<file path="src/rtl/lfsr_rng_gen.sv">
// lfsr_rng_gen
//   Pseudo-random source for the mole-selection logic. A Fibonacci LFSR
//   supplies candidates; each draw is mapped into [OFFSET, OFFSET+RANGE-1]
//   by bounded rejection sampling, with a folded fallback after MAX_TRIES
//   attempts so a draw always completes. The LFSR can be reseeded at
//   runtime and, in free-run mode, keeps advancing while idle so that
//   player timing adds entropy.
//
// Ports
//   clk         : clock, all state changes on the rising edge
//   reset       : synchronous, active-low reset
//   seed_load   : load seed_in into the LFSR (0 is replaced by SEED),
//                 aborting any draw in flight
//   seed_in     : new seed value
//   req         : draw request, ignored while busy
//   busy        : high while a draw is in progress
//   valid       : one-cycle pulse when value has been updated
//   value       : last accepted draw, held until the next accept
//   lfsr_state  : current LFSR register (debug visibility)
module lfsr_rng_gen #(
  parameter int unsigned       WIDTH     = 18,
  parameter logic [WIDTH-1:0]  TAPS      = 18'h20400,
  parameter logic [WIDTH-1:0]  SEED      = 18'd209347,
  parameter int unsigned       RANGE     = 18,
  parameter int unsigned       OFFSET    = 0,
  parameter int unsigned       OUT_W     = 5,
  parameter int unsigned       MAX_TRIES = 8,
  parameter bit                FREE_RUN  = 1'b1
) (
  input  logic             clk,
  input  logic             reset,
  input  logic             seed_load,
  input  logic [WIDTH-1:0] seed_in,
  input  logic             req,
  output logic             busy,
  output logic             valid,
  output logic [OUT_W-1:0] value,
  output logic [WIDTH-1:0] lfsr_state
);

  // K is the number of LFSR bits needed to cover RANGE; TW sizes the
  // attempt counter so it can hold MAX_TRIES.
  localparam int unsigned K  = $clog2(RANGE);
  localparam int unsigned TW = $clog2(MAX_TRIES + 1);

  localparam logic [OUT_W-1:0] RANGE_V  = OUT_W'(RANGE);
  localparam logic [OUT_W-1:0] OFFSET_V = OUT_W'(OFFSET);
  localparam logic [TW-1:0]    LAST_TRY = TW'(MAX_TRIES - 1);

  typedef enum logic {
    IDLE = 1'b0,
    DRAW = 1'b1
  } state_t;

  state_t             state_q, state_d;
  logic [WIDTH-1:0]   lfsr_q, lfsr_d;
  logic [TW-1:0]      tries_q, tries_d;
  logic [OUT_W-1:0]   value_q, value_d;
  logic               valid_q, valid_d;
  logic               busy_q, busy_d;

  logic               feedback;
  logic [WIDTH-1:0]   lfsr_step;
  logic [OUT_W-1:0]   candidate;
  logic               advance;

  // Fibonacci step and the candidate taken from the pre-step register.
  // The candidate is zero-extended to OUT_W so that all range arithmetic
  // happens unsigned at the output width.
  always_comb begin
    feedback  = ^(lfsr_q & TAPS);
    lfsr_step = {lfsr_q[WIDTH-2:0], feedback};
    candidate = '0;
    candidate[K-1:0] = lfsr_q[K-1:0];
  end

  // Next-state logic. The FSM result is computed first; the lock-up guard
  // then overrides the LFSR, and seed_load overrides everything except
  // value, which is deliberately held across a reseed.
  // The fallback (candidate - RANGE) is always in range because the
  // candidate is below 2^K, which is less than 2*RANGE.
  always_comb begin
    state_d = state_q;
    lfsr_d  = lfsr_q;
    tries_d = tries_q;
    value_d = value_q;
    valid_d = 1'b0;
    advance = 1'b0;

    case (state_q)
      IDLE: begin
        advance = FREE_RUN;
        if (req) begin
          state_d = DRAW;
          tries_d = '0;
        end
      end
      DRAW: begin
        advance = 1'b1;
        if (candidate < RANGE_V) begin
          value_d = OFFSET_V + candidate;
          valid_d = 1'b1;
          state_d = IDLE;
        end else if (tries_q == LAST_TRY) begin
          value_d = OFFSET_V + (candidate - RANGE_V);
          valid_d = 1'b1;
          state_d = IDLE;
        end else begin
          tries_d = tries_q + TW'(1);
        end
      end
      default: begin
        state_d = IDLE;
      end
    endcase

    if (advance) begin
      lfsr_d = lfsr_step;
    end

    if (lfsr_q == '0) begin
      lfsr_d = SEED;
    end

    if (seed_load) begin
      lfsr_d  = (seed_in == '0) ? SEED : seed_in;
      state_d = IDLE;
      tries_d = '0;
      valid_d = 1'b0;
      value_d = value_q;
    end

    busy_d = (state_d == DRAW);
  end

  // State registers with synchronous active-low reset.
  always_ff @(posedge clk) begin
    if (!reset) begin
      state_q <= IDLE;
      lfsr_q  <= SEED;
      tries_q <= '0;
      value_q <= OFFSET_V;
      valid_q <= 1'b0;
      busy_q  <= 1'b0;
    end else begin
      state_q <= state_d;
      lfsr_q  <= lfsr_d;
      tries_q <= tries_d;
      value_q <= value_d;
      valid_q <= valid_d;
      busy_q  <= busy_d;
    end
  end

  assign busy       = busy_q;
  assign valid      = valid_q;
  assign value      = value_q;
  assign lfsr_state = lfsr_q;

endmodule

</file>
<file path="config.mk">
export PLATFORM = sky130hd
export DESIGN_NAME = lfsr_rng_gen
export DESIGN_NICKNAME = d
export VERILOG_FILES = /design/src/rtl/lfsr_rng_gen.sv
export SDC_FILE = /design/constraint.sdc
export NUM_CORES = 1
export LEC_CHECK = 0
export BUFFER_PORTS_ARGS = -buffer_cell sky130_fd_sc_hd__buf_2
export CORE_MARGIN = 2
export CORE_UTILIZATION = 45
export DETAILED_ROUTE_END_ITERATION = 10
export PLACE_DENSITY = 0.74
export SLEW_MARGIN = 20
export SYNTH_ARGS = -nofsm -noshare
export SYNTH_HDL_FRONTEND = slang
export SYNTH_SLANG_ARGS = --single-unit
</file>
<file path="constraint.sdc">
create_clock -name clk -period 1.9 [get_ports clk]
set_input_delay 0.19 -clock clk [delete_from_list [all_inputs] [get_ports clk]]
set_output_delay 0.19 -clock clk [all_outputs]
set_load 0.02 [all_outputs]
</file>
; ---- Yosys cells after proc, flatten, opt, wreduce, memory -nomap -nowiden
; Index checks and enable logic that the tools add are counted.
[word_totals]
reg_bits = 29
output_inout_bits = 25
word_cells = 38
[op_classes]
n_addsub = 2
magnitude_cmp = 1
n_eq_ne = 4
muxes = 15
bitwise_logic = 3
n_reduce_logical = 8
[op_table]
columns = op, count
row1 = $mux 18, 3
row2 = $logic_not 18->1, 2
row3 = $reduce_xor 18->1, 1
row4 = $mux 4, 3
row5 = $mux 5, 2
row6 = $pmux 4 s2, 1
row7 = $ne 2x2->1 const B, 3
row8 = $reduce_and 3->1, 2
row9 = $lt 5x5->1 const B, 1
row10 = $mux 1, 5
row11 = $sub 5x5->5 const B, 1
row12 = $add 4x1->4 const B, 1
row13 = $eq 4x3->1 const B, 1
row14 = $not 1->1, 3
row15 = $reduce_or 3->1, 1
row16 = $pmux 1 s2, 1
row17 = $reduce_bool 2->1, 1
row18 = $reduce_or 2->1, 1

; ---- Longest topological paths before layout
[logic_depth]
ltp_word = 4
mapped_depth = 7
depth_no_buf = 6

; ---- Worst setup path before layout
; No wires, ideal clock.
[synth_timing]
kind = register to register
start = register lfsr_q[1] (netlist: lfsr_state[1])
end = register tries_q[3]
setup_ns = 0.074
t_arrival_ns = 1.557
path_slack_ns = 0.268
path_stages_with_launch = 7
synth_period_minus_slack_ns = 1.632
cell_sequence = dfxtp_1 inv_1 ha_1 nand2b_4 nand2_2 or4_1 a31oi_1
[synth_between]
elab_chain_cells = 3
[synth_lines]
columns = element, line
row1 = start: declaration, 56  ; logic [WIDTH-1:0] lfsr_q, lfsr_d;
row2 = start signal: assignment, 147  ; lfsr_q <= lfsr_d;
row3 = $lt 5x5->1, 100  ; if (candidate < RANGE_V) begin
row4 = $ne 2x2->1 (no source line), n/a
row5 = $reduce_and 3->1 (no source line), n/a
row6 = end signal: assignment, 148  ; tries_q <= tries_d;
row7 = end: declaration, 57  ; logic [TW-1:0] tries_q, tries_d;
; No other way between the ends.
; A chain may end at the register's enable or synchronous reset.

; ---- Worst setup path after layout
[layout_timing]
start = register lfsr_q[1] (netlist: lfsr_state[1])
end = register value_q[4] (netlist: value[4])
[layout_between]
elab_chain_cells = 3
[layout_lines]
columns = element, line
row1 = $sub 5x5->5 or $lt 5x5->1 (tied branches), "105, 100"
row2 = $mux 5 or $reduce_bool 2->1 (tied branches), n/a
row3 = $mux 5 or $reduce_and 3->1 (tied branches), n/a
row4 = end signal: assignment, 149  ; value_q <= value_d;
row5 = end: declaration, 58  ; logic [OUT_W-1:0] value_q, value_d;
; Several ways; a longest one is shown, not always the timed one. The select of a mux whose other input is x is not followed.

==> impl_metrics.csv <==
group,metric,value,unit
critical_path,critPathKind,"register to register",
floorplan,core,0.00271,mm^2
critical_path,cp_num_buf_inv,2,
critical_path,worst-path-stages,7,
pwr,p_int,890,uW
sta,finalSetupTns,0,ns
critical_path,r2r-end,"value[4]",
synth,synth-seq-cells,29,
grt,grt.overflow.total,0,
sta,worst_pin_slew,0.461,ns
synth,synth_seq_area_share,46.3,%
drt,met2_length,1.51,mm
synth,synth_cells,130,
synth,synthSimpleGateAreaFrac,21.6,%
outcome,status,"finished clean",
clock_tree,cts.sinks,29,
drt,top_layer,"met4",
grt,first_global_vias,1091,
grt,track_usage,20.5,%
clock_tree,cts_max_level,2,
cells_and_area,antenna_cells,0,
pwr,p_seq_share,54.1,%
synth,synth_top_family_by_area,"simple AND/OR/NAND/NOR gates",
pwr,p_comb_share,15.2,%
clock_tree,cts_root_buf,"clkbuf_4",
synth,synth.top_cell.area_share,46.3,%
synth,ys.flop_type,"dfxtp_1",
critical_path,worstReg2RegStart,"lfsr_state[1]",
synth,synth_cell_type_count,37,
critical_path,crit_path_end_kind,"register",
sta,rsz0062_at_grt,"no",
synth,yosysWarnings,0,
pwr,powerDensity,800,mW/mm^2
min_path,hold_depth,2,
critical_path,critical_path.max_stage_delay,0.34,ns
sta,slew_headroom,69.2,%
place,place.gp.congestion,0.742,
pwr,ir_drop,0.567,mV
sta,finalHoldViolCount,0,
place,place_ws,0.316,ns
synth,synth_edf_count,0,
floorplan,die_h,56.8,um
critical_path,cpMaxStageDelayCell,"dfxtp_1",
grt,grt_pass1_wl,5.03,mm
synth,synthMuxAreaShare,7.98,%
clock_tree,clkTransAtPathRegs,0.09,ns
pwr,clkPwrFrac,30.7,%
floorplan,core.rowCount,19,
critical_path,rrSetupSlack,0.28,ns
synth,synth_most_common_cell,"dfxtp_1",
critical_path,worstPathArrival,1.88,ns
sta,fin_skew,0.00607,ns
drt,ant_nets,0,
synth,yosys.area.top_type,"dfxtp_1",
cells_and_area,final_area,0.00155,mm^2
drt,post-route-drc-count,0,
synth,async_reset_ff_share,0,%
grt,grt_max_degree,13,
synth,yosys-top-cells-area,"dfxtp_1, mux2i_1, o22a_1",
clock_tree,ctsHoldBuffers,0,
floorplan,die_area,0.00322,mm^2
drt,wl,3.03,mm
floorplan,start_util,46.3,%
place,placed_cell_area,0.00149,mm^2
clock_tree,tritoncts,"done",
synth,synth_nets,154,
critical_path,critical_path.max_fanout,11,
floorplan,die_w,56.8,um
pwr,power_switching,349,uW
cells_and_area,drive_above_1_share,33.3,%
pwr,p_total,1240,uW
sta,period_needed,1.62,ns
synth,synth-compound-area-share,16.1,%
clock_tree,worstSkewPairLatency,0.33,ns
min_path,min_from,"seed_in[7]",
pwr,swShare,28.2,%
synth,synth-adder-area-share,2.00,%
grt,antenna_found_initial,0,
clock_tree,ctsResizeCount,0,
drt,wl_met1,1.26,mm
critical_path,crit_chain,"inv_1 > ha_1 > nand2b_4 > a311oi_2 > buf_4 > o2111ai_1 > a21oi_1",
pwr,p_leak,0.000720,uW
place,dp_hpwl,2.30,mm
sta,timing.fmax,619,MHz
cells_and_area,nNetsFinal,201,
critical_path,rr_worst_depth,7,
floorplan,io_pins,47,
critical_path,critical-path-top-delay-family,"compound AO/OA/AOI/OAI gates",
drt,drt_pass1_iterations,4,
sta,worst_slack,0.283,ns
clock_tree,ctsLongestPathBuffers,2,
job,cap_violations,0,
place,port_buffers,46,
sta,period_share,85.1,%
drt,wl_per_cell,14.6,um
drt,drt_iter0_markers,34,
sta,finalSetupViolations,0,
synth,synthTopCellsByCount,"dfxtp_1, nor2_1, mux2i_1, o22a_1, nor4_1",
min_path,hold_path.class,"input pin to register",
sta,whs,0.0988,ns
drt,wl_met3,211,um
sta,drv_slew,0,
cells_and_area,area_delta_synth_final,23.6,%
min_path,holdPathEnd,"lfsr_state[7]",
synth,synth_area_per_cell,9.64,um^2
critical_path,startpoint_type,"register",
clock_tree,postCtsSetupBuffers,0,
synth,netlist_area,0.00125,mm^2
synth,synth_xor_area_share,1.40,%
drt,vias_per_cell,5.71,
critical_path,crit_required,2.17,ns
drt,num_vias,1188,
clock_tree,cts_buffers,5,
-- layout by cell type (no fill, tap or decap), drive strengths merged, types with 2 or more instances in the layout --
master / netlist / final
o22a: 9 / 9
dfxtp: 29 / 29
nand3: 3 / 3
mux2i: 10 / 10
nor2: 15 / 15
and3: 2 / 2
nor3: 2 / 2
o2111ai: 2 / 2
inv: 6 / 6
o21ai: 3 / 3
clkbuf: 2 / 7
o211ai: 2 / 2
buf: 5 / 47
nand4: 2 / 2
nor4: 8 / 8
nand2b: 3 / 3
nor2b: 2 / 2
nand2: 8 / 8
a21oi: 3 / 3
ha: 2 / 2
-- cell families after synthesis --
logic type / count (synthesis)
adder cells (fa/ha/maj): 2
buffers and inverters: 13
AND/OR/NAND/NOR: 49
multiplexers: 10
XOR/XNOR: 2
AO/OA/AOI/OAI: 25
flip-flops: 29
-- how the worst max path moves through the flow --
| stage | start | to | slack (ns) |
|---|---|---|---|
| 4_1_cts | lfsr_state[2] | tries_q[3] | 0.28 |
| 3_3_place_gp | lfsr_state[1] | tries_q[3] | 0.38 |
| 5_1_grt | lfsr_state[1] | value[4] | 0.16 |
| 2_1_floorplan | lfsr_state[1] | tries_q[3] | 0.27 |
| 6_report | lfsr_state[1] | value[4] | 0.28 |
| 3_5_place_dp | lfsr_state[1] | tries_q[3] | 0.32 |
-- routing by layer --
| layer | global-route usage [%] | vias up |
|---|---|---|
| li1 | - | 575 |
| met1 | 22.9 | 566 |
| met4 | 6.98 | 0 |
| met3 | 7.60 | 6 |
| met5 | 0 | - |
| met2 | 35.7 | 41 |
-- flip-flops by register name (all words and copies together), names as in the netlist --
register,cells
lfsr_state,18
value,5
valid,1
tries_q,4
busy,1
-- final cells by class --
cell class	count	area [um^2]
clock buffer	7	55.1
multi-input combinational	88	614
timing repair buffer	47	238
fill	260	1160
tap	31	38.8
inverter	6	22.5
sequential	29	581
-- through the flow --
stage               util [%]  std cells
floorplan                  -        130
CTS                     57.2        208
global route            57.2        208
global placement        55.1        201
finish                  57.2        208
detailed placement      55.1        201
-- worst reg2reg max path: stages (launching register included) --
cell and delay, ns:
dfxtp_1 0.34, inv_1 0.10, ha_1 0.26, nand2b_4 0.11
a311oi_2 0.26, buf_4 0.20, o2111ai_1 0.12, a21oi_1 0.17
-- power by group through the flow --
stage / clock (uW) / combinational, uW / sequential (uW)
after floorplan: 0 / 84.5 / 713
after global placement: 0 / 185 / 683
after detailed placement: 0 / 189 / 685
after CTS: 397 / 190 / 671
after global routing: 422 / 205 / 676
final: 380 / 188 / 671
No activity file was read; power rests on OpenSTA's default activity.
